[config.mk]
export PLATFORM = sky130hd
export DESIGN_NAME = pipe_stage_reg
export DESIGN_NICKNAME = d
export VERILOG_FILES = /design/src/rtl/pipe_stage_reg.sv
export SDC_FILE = /design/constraint.sdc
export NUM_CORES = 1
export LEC_CHECK = 0
export BUFFER_PORTS_ARGS = -buffer_cell sky130_fd_sc_hd__buf_2
export CAP_MARGIN = 20
export CELL_PAD_IN_SITES_DETAIL_PLACEMENT = 0
export CELL_PAD_IN_SITES_GLOBAL_PLACEMENT = 1
export CORE_ASPECT_RATIO = 1.2
export CORE_MARGIN = 4
export CORE_UTILIZATION = 38
export DETAILED_ROUTE_END_ITERATION = 6
export GPL_ROUTABILITY_DRIVEN = 0
export PLACE_DENSITY = 0.8
export SKIP_CTS_REPAIR_TIMING = 1
export SLEW_MARGIN = 5
export SYNTH_ARGS = -nofsm -noshare
export SYNTH_HDL_FRONTEND = slang
export SYNTH_SLANG_ARGS = --single-unit
[constraint.sdc]
create_clock -name clk -period 2.4 [get_ports clk]
set_clock_uncertainty 0.2 [all_clocks]
set_input_delay 0.36 -clock clk [delete_from_list [all_inputs] [get_ports clk]]
set_output_delay 0.36 -clock clk [all_outputs]
set_load 0.05 [all_outputs]
[src/rtl/pipe_stage_reg.sv]
// Pipeline stage register with valid/ready handshake and a 2-entry skid buffer.
// Define PIPE_STAGE_STATS_EN to add stall_cnt / flush_drop_cnt statistics outputs.
module pipe_stage_reg #(
  parameter int unsigned           INSTR_W   = 32,
  parameter int unsigned           PC_W      = 32,
  parameter logic [INSTR_W-1:0]    NOP_INSTR = '0,
  parameter int unsigned           CNT_W     = 16
) (
  input  logic               clk,
  input  logic               reset,
  input  logic               flush_i,
  input  logic               in_valid,
  output logic               in_ready,
  input  logic [INSTR_W-1:0] in_instr,
  input  logic [PC_W-1:0]    in_pc,
  output logic               out_valid,
  input  logic               out_ready,
  output logic [INSTR_W-1:0] out_instr,
  output logic [PC_W-1:0]    out_pc
`ifdef PIPE_STAGE_STATS_EN
  ,
  output logic [CNT_W-1:0]   stall_cnt,
  output logic [CNT_W-1:0]   flush_drop_cnt
`endif
);

  if (CNT_W < 1) begin : g_bad_cnt_w
    $error("CNT_W must be at least 1");
  end

  typedef enum logic [1:0] {
    EMPTY = 2'd0,
    FULL  = 2'd1,
    SKID  = 2'd2
  } state_e;

  state_e             state_q, state_d;
  logic [INSTR_W-1:0] main_instr_q, main_instr_d;
  logic [PC_W-1:0]    main_pc_q, main_pc_d;
  logic [INSTR_W-1:0] skid_instr_q, skid_instr_d;
  logic [PC_W-1:0]    skid_pc_q, skid_pc_d;

  logic push;
  logic pop;

  // Handshake outputs decode only from state; reset gates in_ready immediately.
  always_comb begin
    out_valid = (state_q != EMPTY);
    in_ready  = (state_q != SKID) & reset;
    out_instr = main_instr_q;
    out_pc    = main_pc_q;
  end

  assign push = in_valid & in_ready;
  assign pop  = out_valid & out_ready;

  always_ff @(posedge clk or negedge reset) begin
    if (!reset) begin
      state_q      <= EMPTY;
      main_instr_q <= NOP_INSTR;
      main_pc_q    <= '0;
      skid_instr_q <= NOP_INSTR;
      skid_pc_q    <= '0;
    end else begin
      state_q      <= state_d;
      main_instr_q <= main_instr_d;
      main_pc_q    <= main_pc_d;
      skid_instr_q <= skid_instr_d;
      skid_pc_q    <= skid_pc_d;
    end
  end

  always_comb begin
    state_d      = state_q;
    main_instr_d = main_instr_q;
    main_pc_d    = main_pc_q;
    skid_instr_d = skid_instr_q;
    skid_pc_d    = skid_pc_q;
    if (flush_i) begin
      state_d      = EMPTY;
      main_instr_d = NOP_INSTR;
      main_pc_d    = '0;
      skid_instr_d = NOP_INSTR;
      skid_pc_d    = '0;
    end else begin
      unique case (state_q)
        EMPTY: begin
          if (push) begin
            state_d      = FULL;
            main_instr_d = in_instr;
            main_pc_d    = in_pc;
          end
        end
        FULL: begin
          if (push && pop) begin
            main_instr_d = in_instr;
            main_pc_d    = in_pc;
          end else if (push) begin
            state_d      = SKID;
            skid_instr_d = in_instr;
            skid_pc_d    = in_pc;
          end else if (pop) begin
            state_d = EMPTY;
          end
        end
        SKID: begin
          // Skid entry is always younger than main, so it only ever refills main.
          if (pop) begin
            state_d      = FULL;
            main_instr_d = skid_instr_q;
            main_pc_d    = skid_pc_q;
          end
        end
        default: state_d = EMPTY;
      endcase
    end
  end

`ifdef PIPE_STAGE_STATS_EN
  logic [CNT_W-1:0] stall_cnt_q, stall_cnt_d;
  logic [CNT_W-1:0] drop_cnt_q, drop_cnt_d;
  logic [1:0]       drop_num;
  logic [CNT_W:0]   drop_sum;

  always_comb begin
    drop_num = 2'd0;
    if (flush_i) begin
      unique case (state_q)
        FULL:    drop_num = pop ? 2'd0 : 2'd1;
        SKID:    drop_num = pop ? 2'd1 : 2'd2;
        default: drop_num = 2'd0;
      endcase
    end
    drop_sum = {1'b0, drop_cnt_q} + {{(CNT_W-1){1'b0}}, drop_num};
    drop_cnt_d = drop_sum[CNT_W] ? '1 : drop_sum[CNT_W-1:0];

    stall_cnt_d = stall_cnt_q;
    if (out_valid && !out_ready && (stall_cnt_q != '1)) begin
      stall_cnt_d = stall_cnt_q + 1'b1;
    end
  end

  always_ff @(posedge clk or negedge reset) begin
    if (!reset) begin
      stall_cnt_q <= '0;
      drop_cnt_q  <= '0;
    end else begin
      stall_cnt_q <= stall_cnt_d;
      drop_cnt_q  <= drop_cnt_d;
    end
  end

  assign stall_cnt      = stall_cnt_q;
  assign flush_drop_cnt = drop_cnt_q;
`endif

endmodule

# Yosys cells after proc, flatten, opt, wreduce, memory -nomap -nowiden
# Cells that the tools add are included.
# totals
regBits,130
in_bits,69
output_inout_bits,66
elab_cells,49
# classes
n_mux,23
eq_ne,9
n_reduce_logical,9
bitwise_logic,3
# op_table
cell,n
$mux 32,14
$pmux 32 s3,2
$mux 2,6
$ne 3x3->1 const B,4
$reduce_and 4->1,2
$pmux 2 s3,1
$reduce_bool 2->1,3
$ne 2x2->1 const B,2
$ne 4x4->1 const B,1
$reduce_bool 4->1,1
$and 1x1->1,3
$reduce_and 3->1,1
$eq 2x1->1 const B,1
$eq 2x2->1 const B,1
$logic_not 2->1,1
$logic_and 1x1->1,1

# Longest topological paths before layout
# depth
word_depth,7
ltp_mapped,10
depth_no_buf,6

# Least setup slack after synthesis
# Ideal clock, no wire load.
# synth_timing
kind,register to output
start,reg state_q[0]
end,out in_ready
t_required_ns,1.840
n_path_buf,3
stages_incl_launch_ff,7
t_arrival_ns,1.897
slack_ns,-0.057
path_cell_list,dfrtp_1 > inv_1 > ha_1 > buf_2 > buf_2 > buf_2 > nor2b_1
# synth_via
elab_chain_cells,2
# synth_rtl
element,line,source
start: declaration,37,"state_e state_q, state_d;"
start signal: assignment,65,state_q <= state_d;
$ne 2x2->1,49,in_ready = (state_q != SKID) & reset;
$and 1x1->1,49,
end: declaration,13,"output logic in_ready,"
# No other way between the ends.

# Final worst setup path
# layout_timing
start,reg state_q[1]
end,"reg main_instr_q[30], in the netlist out_instr[30]"
# layout_via
elab_chain_cells,6
elab_cells_between_ends,16
cone_classes,eq/ne: 6; mux: 2; bitwise: 3; reduce/logical: 5
# layout_rtl
element,line,source
$ne 2x2->1,49,
$and 1x1->1,49,
$and 1x1->1,54,assign push = in_valid & in_ready;
$logic_and 1x1->1,95,if (push && pop) begin
$ne 3x3->1 (no source line),--,
$reduce_and 4->1 (no source line),--,
end signal: assignment,66,main_instr_q <= main_instr_d;
end: declaration,38,"logic [INSTR_W-1:0] main_instr_q, main_instr_d;"
# Several ways; a longest one is shown, not always the timed one.
# A chain may end at the register's enable or synchronous reset.

==> results.py <==
metrics = {
    "outcome": {
        "status": "complete, but fails checks",
        "violations": "negative hold slack",
    },
    "timing": {
        "worst_pin_slew_ps": 759,
        "period_needed_ps": 2360,
        "timing.fmax_mhz": 423,
        "period_share_pct": 98.5,
        "holdWs_ps": -4.92,
        "slew_viol_final": 0,
        "setup_violations": 0,
        "max_slew_margin_pct": 49.4,
        "layout_setup_ws_ps": 37.1,
        "hold_viol": 4,
    },
    "grt": {
        "grt_pass1_wl_mm": 25.1,
        "grt_max_degree": 108,
        "global_route.overflow_total": 0,
        "antenna_found_initial": 1,
        "grt_pass1_vias": 4907,
        "grt_usage_pct": 16.7,
    },
    "critical_path": {
        "cp-end-kind": "flop",
        "crit_fanout": 16,
        "cp_data_required_time_ps": 2490,
        "r2r_end": "out_instr[30]",
        "critPathTopFamily": "buffers and inverters",
        "worstPathCellList": "inv_2 -> ha_2 -> nand2b_2 -> a32oi_4 -> o311ai_4 -> buf_12 -> clkbuf_16 -> mux2_4",
        "r2r_start": "state_q[1]",
        "rrSetupSlack_ps": 40,
        "setup.worst_path.start_class": "flop",
        "slowest_stage": "dfrtp_1",
        "r2r_cells": 8,
        "slowest_delay_ps": 410,
        "cp.arrival_ps": 2460,
        "critPathKind": "reg -> reg",
        "crit_buf_inv": 3,
    },
    "die": {
        "coreArea_um2": 16300,
        "start_util_pct": 38.9,
        "io-pin-count": 135,
        "die_area_um2": 18900,
        "row_count": 51,
        "fp.dieW_um": 126,
        "die_y_um": 150,
    },
    "logic_synthesis": {
        "yosysSeqAreaShare_pct": 51.2,
        "dominantRegCellSynth": "dfrtp_1",
        "synthCells": 586,
        "synthTopCellsByCount": "131 x nand2_1, 130 x dfrtp_1, 64 x a21oi_1, 64 x mux2i_1, 64 x nor2_1",
        "avgSynthCellArea_um2": 10.8,
        "netlist_top_cells_area": "dfrtp_1 51%, mux2_4 14%, mux2i_1 10%",
        "synth_nets": 659,
        "yosysWarnings": 0,
        "mappedNetlistArea_um2": 6350,
        "synth.most_common_cell": "nand2_1",
        "synthArstFlopShare_pct": 100,
        "synth_top_area_share_pct": 51.2,
        "synth_edf_count": 0,
        "ys_ff_latch": 130,
        "synth_top_area_cell": "dfrtp_1",
        "ys_types": 28,
    },
    "detailed_routing": {
        "ant_nets": 0,
        "routed_via_density": 4.96,
        "vias": 4883,
        "dr.pass1.iters": 5,
        "wire_per_inst_um": 16.3,
        "first_iter_violations": 316,
        "wirelength_mm": 16.0,
        "route.detailed.drc": 0,
    },
    "place": {
        "placed_area_um2": 7260,
        "post-place-ws_ps": -57.8,
        "hpwlAfterDp_mm": 10.1,
        "portBuffers": 134,
    },
    "pwr": {
        "vdd_drop_max_v": 0.000621,
        "total_power_mw": 10.4,
        "seqPwrFrac_pct": 29.3,
        "p_int_mw": 6.23,
        "leakagePower_nw": 3.96,
        "combPwrFrac_pct": 43.4,
        "switching_share_pct": 40.2,
        "power.switching_mw": 4.19,
        "pwr_density_cell_nw_per_um2": 1230,
        "p_clk_share_pct": 27.3,
    },
    "clock_network": {
        "clk_root_buffer_cell": "clkbuf_16",
        "h-tree-depth": 4,
        "clk-insertion-delay-late_ps": 420,
        "path_clk_slew_ps": 60,
        "cts_buffers": 17,
        "cts_tree": "built",
        "cts.sinks": 130,
        "ctsLongestPathBuffers": 2,
    },
    "hold_path": {
        "min_path_type": "in -> reg",
        "whs_path_depth": 3,
        "holdCritStartpoint": "in_instr[1]",
        "worst_hold_path.endpoint": "skid_instr_q[1]",
    },
    "layout": {
        "layout.nets": 832,
        "drive_gt1_share_pct": 33.7,
        "area_growth_syn_to_layout_pct": 33.3,
        "finalInstanceArea_um2": 8460,
    },
    "run": {
        "drv_cap": 0,
    },
}
through the flow:
stage	instances	util, %	TNS [ps]
2_1_floorplan	586	-	0
3_3_place_gp	904	44.5	0
3_5_place_dp	904	44.5	-1290
4_1_cts	936	48.4	-1650
5_1_grt	985	51.8	-229
6_report	985	51.8	0
layout by cell type (no fill, tap or decap), types with 2 or more instances in the layout:
cell / count
a21oi_1: 64
buf_12: 7
buf_2: 132
buf_4: 11
bufinv_16: 5
clkbuf_16: 19
clkinv_2: 4
clkinv_4: 3
clkinvlp_4: 2
dfrtp_1: 130
dlygate4sd3_1: 44
ha_1: 2
inv_1: 4
mux2_2: 4
mux2_4: 60
mux2i_1: 64
nand2_1: 131
nor2_1: 64
worst max path at each step:
stage / from / end / slack [ps] / cells past startpoint
finish: state_q[1] / out_instr[30] / 40 / 8
CTS: state_q[1] / out_pc[17] / -60 / 7
floorplan: state_q[0] / out_instr[0] / 90 / 8
detailed placement: state_q[1] / out_pc[17] / -60 / 7
global placement: state_q[1] / out_pc[19] / 70 / 7
global route: state_q[1] / out_pc[4] / -10 / 8
metal layers:
metal	wire (um)	track usage [%]	share of wire [%]
met2	8210	28.0	51
met3	723	4.57	4.5
met5	0	0	0
met4	375	7.19	2.3
met1	6730	20.1	42
area by class of cell:
cell class	instances	area, um2
fill	1484	7870
sequential	130	3250
multi-input combinational	407	2870
timing repair buffer	198	1400
clock buffer	18	439
tap	212	265
clock inverter	14	211
inverter	5	18.8
antenna	1	2.50
cells by family (layout without fill, tap and decap cells):
| kind of cell | after synthesis | after routing | synth area share (%) |
|---|---|---|---|
| DFF | 130 | 130 | 51.2 |
| and+or+nand+nor | 203 | 203 | 12.3 |
| xor gates and xnor gates | 1 | 1 | 0.138 |
| buffers and inverters | 49 | 235 | 4.04 |
| other | 0 | 1 | 0 |
| adders and majority gates | 4 | 4 | 0.788 |
| muxes | 128 | 128 | 25.0 |
| AOI/OAI and AO/OA | 71 | 71 | 6.52 |
power by group through the flow:
stage	combinational, mW	sequential (mW)	clock, mW
6_report	4.52	3.06	2.84
5_1_grt	4.74	3.12	3.02
4_1_cts	4.31	3.06	2.91
3_5_place_dp	4.31	3.08	0
3_3_place_gp	4.22	3.07	0
2_1_floorplan	1.75	4.63	0
state kept, by name, summed over array words and instances (netlist names):
register,count
out_instr,32
skid_instr_q,32
skid_pc_q,32
state_q,2
out_pc,32
worst register-to-register path, delay by kind of cell (launching register included):
family | cells | cell delay [ps]
AND/OR/NAND/NOR | 1 | 230
adder cells (fa/ha/maj) | 1 | 210
buffers and inverters | 3 | 450
multiplexers | 1 | 310
AO/OA/AOI/OAI | 2 | 430
flip-flops | 1 | 410
Power figures use the tool's default switching activity.
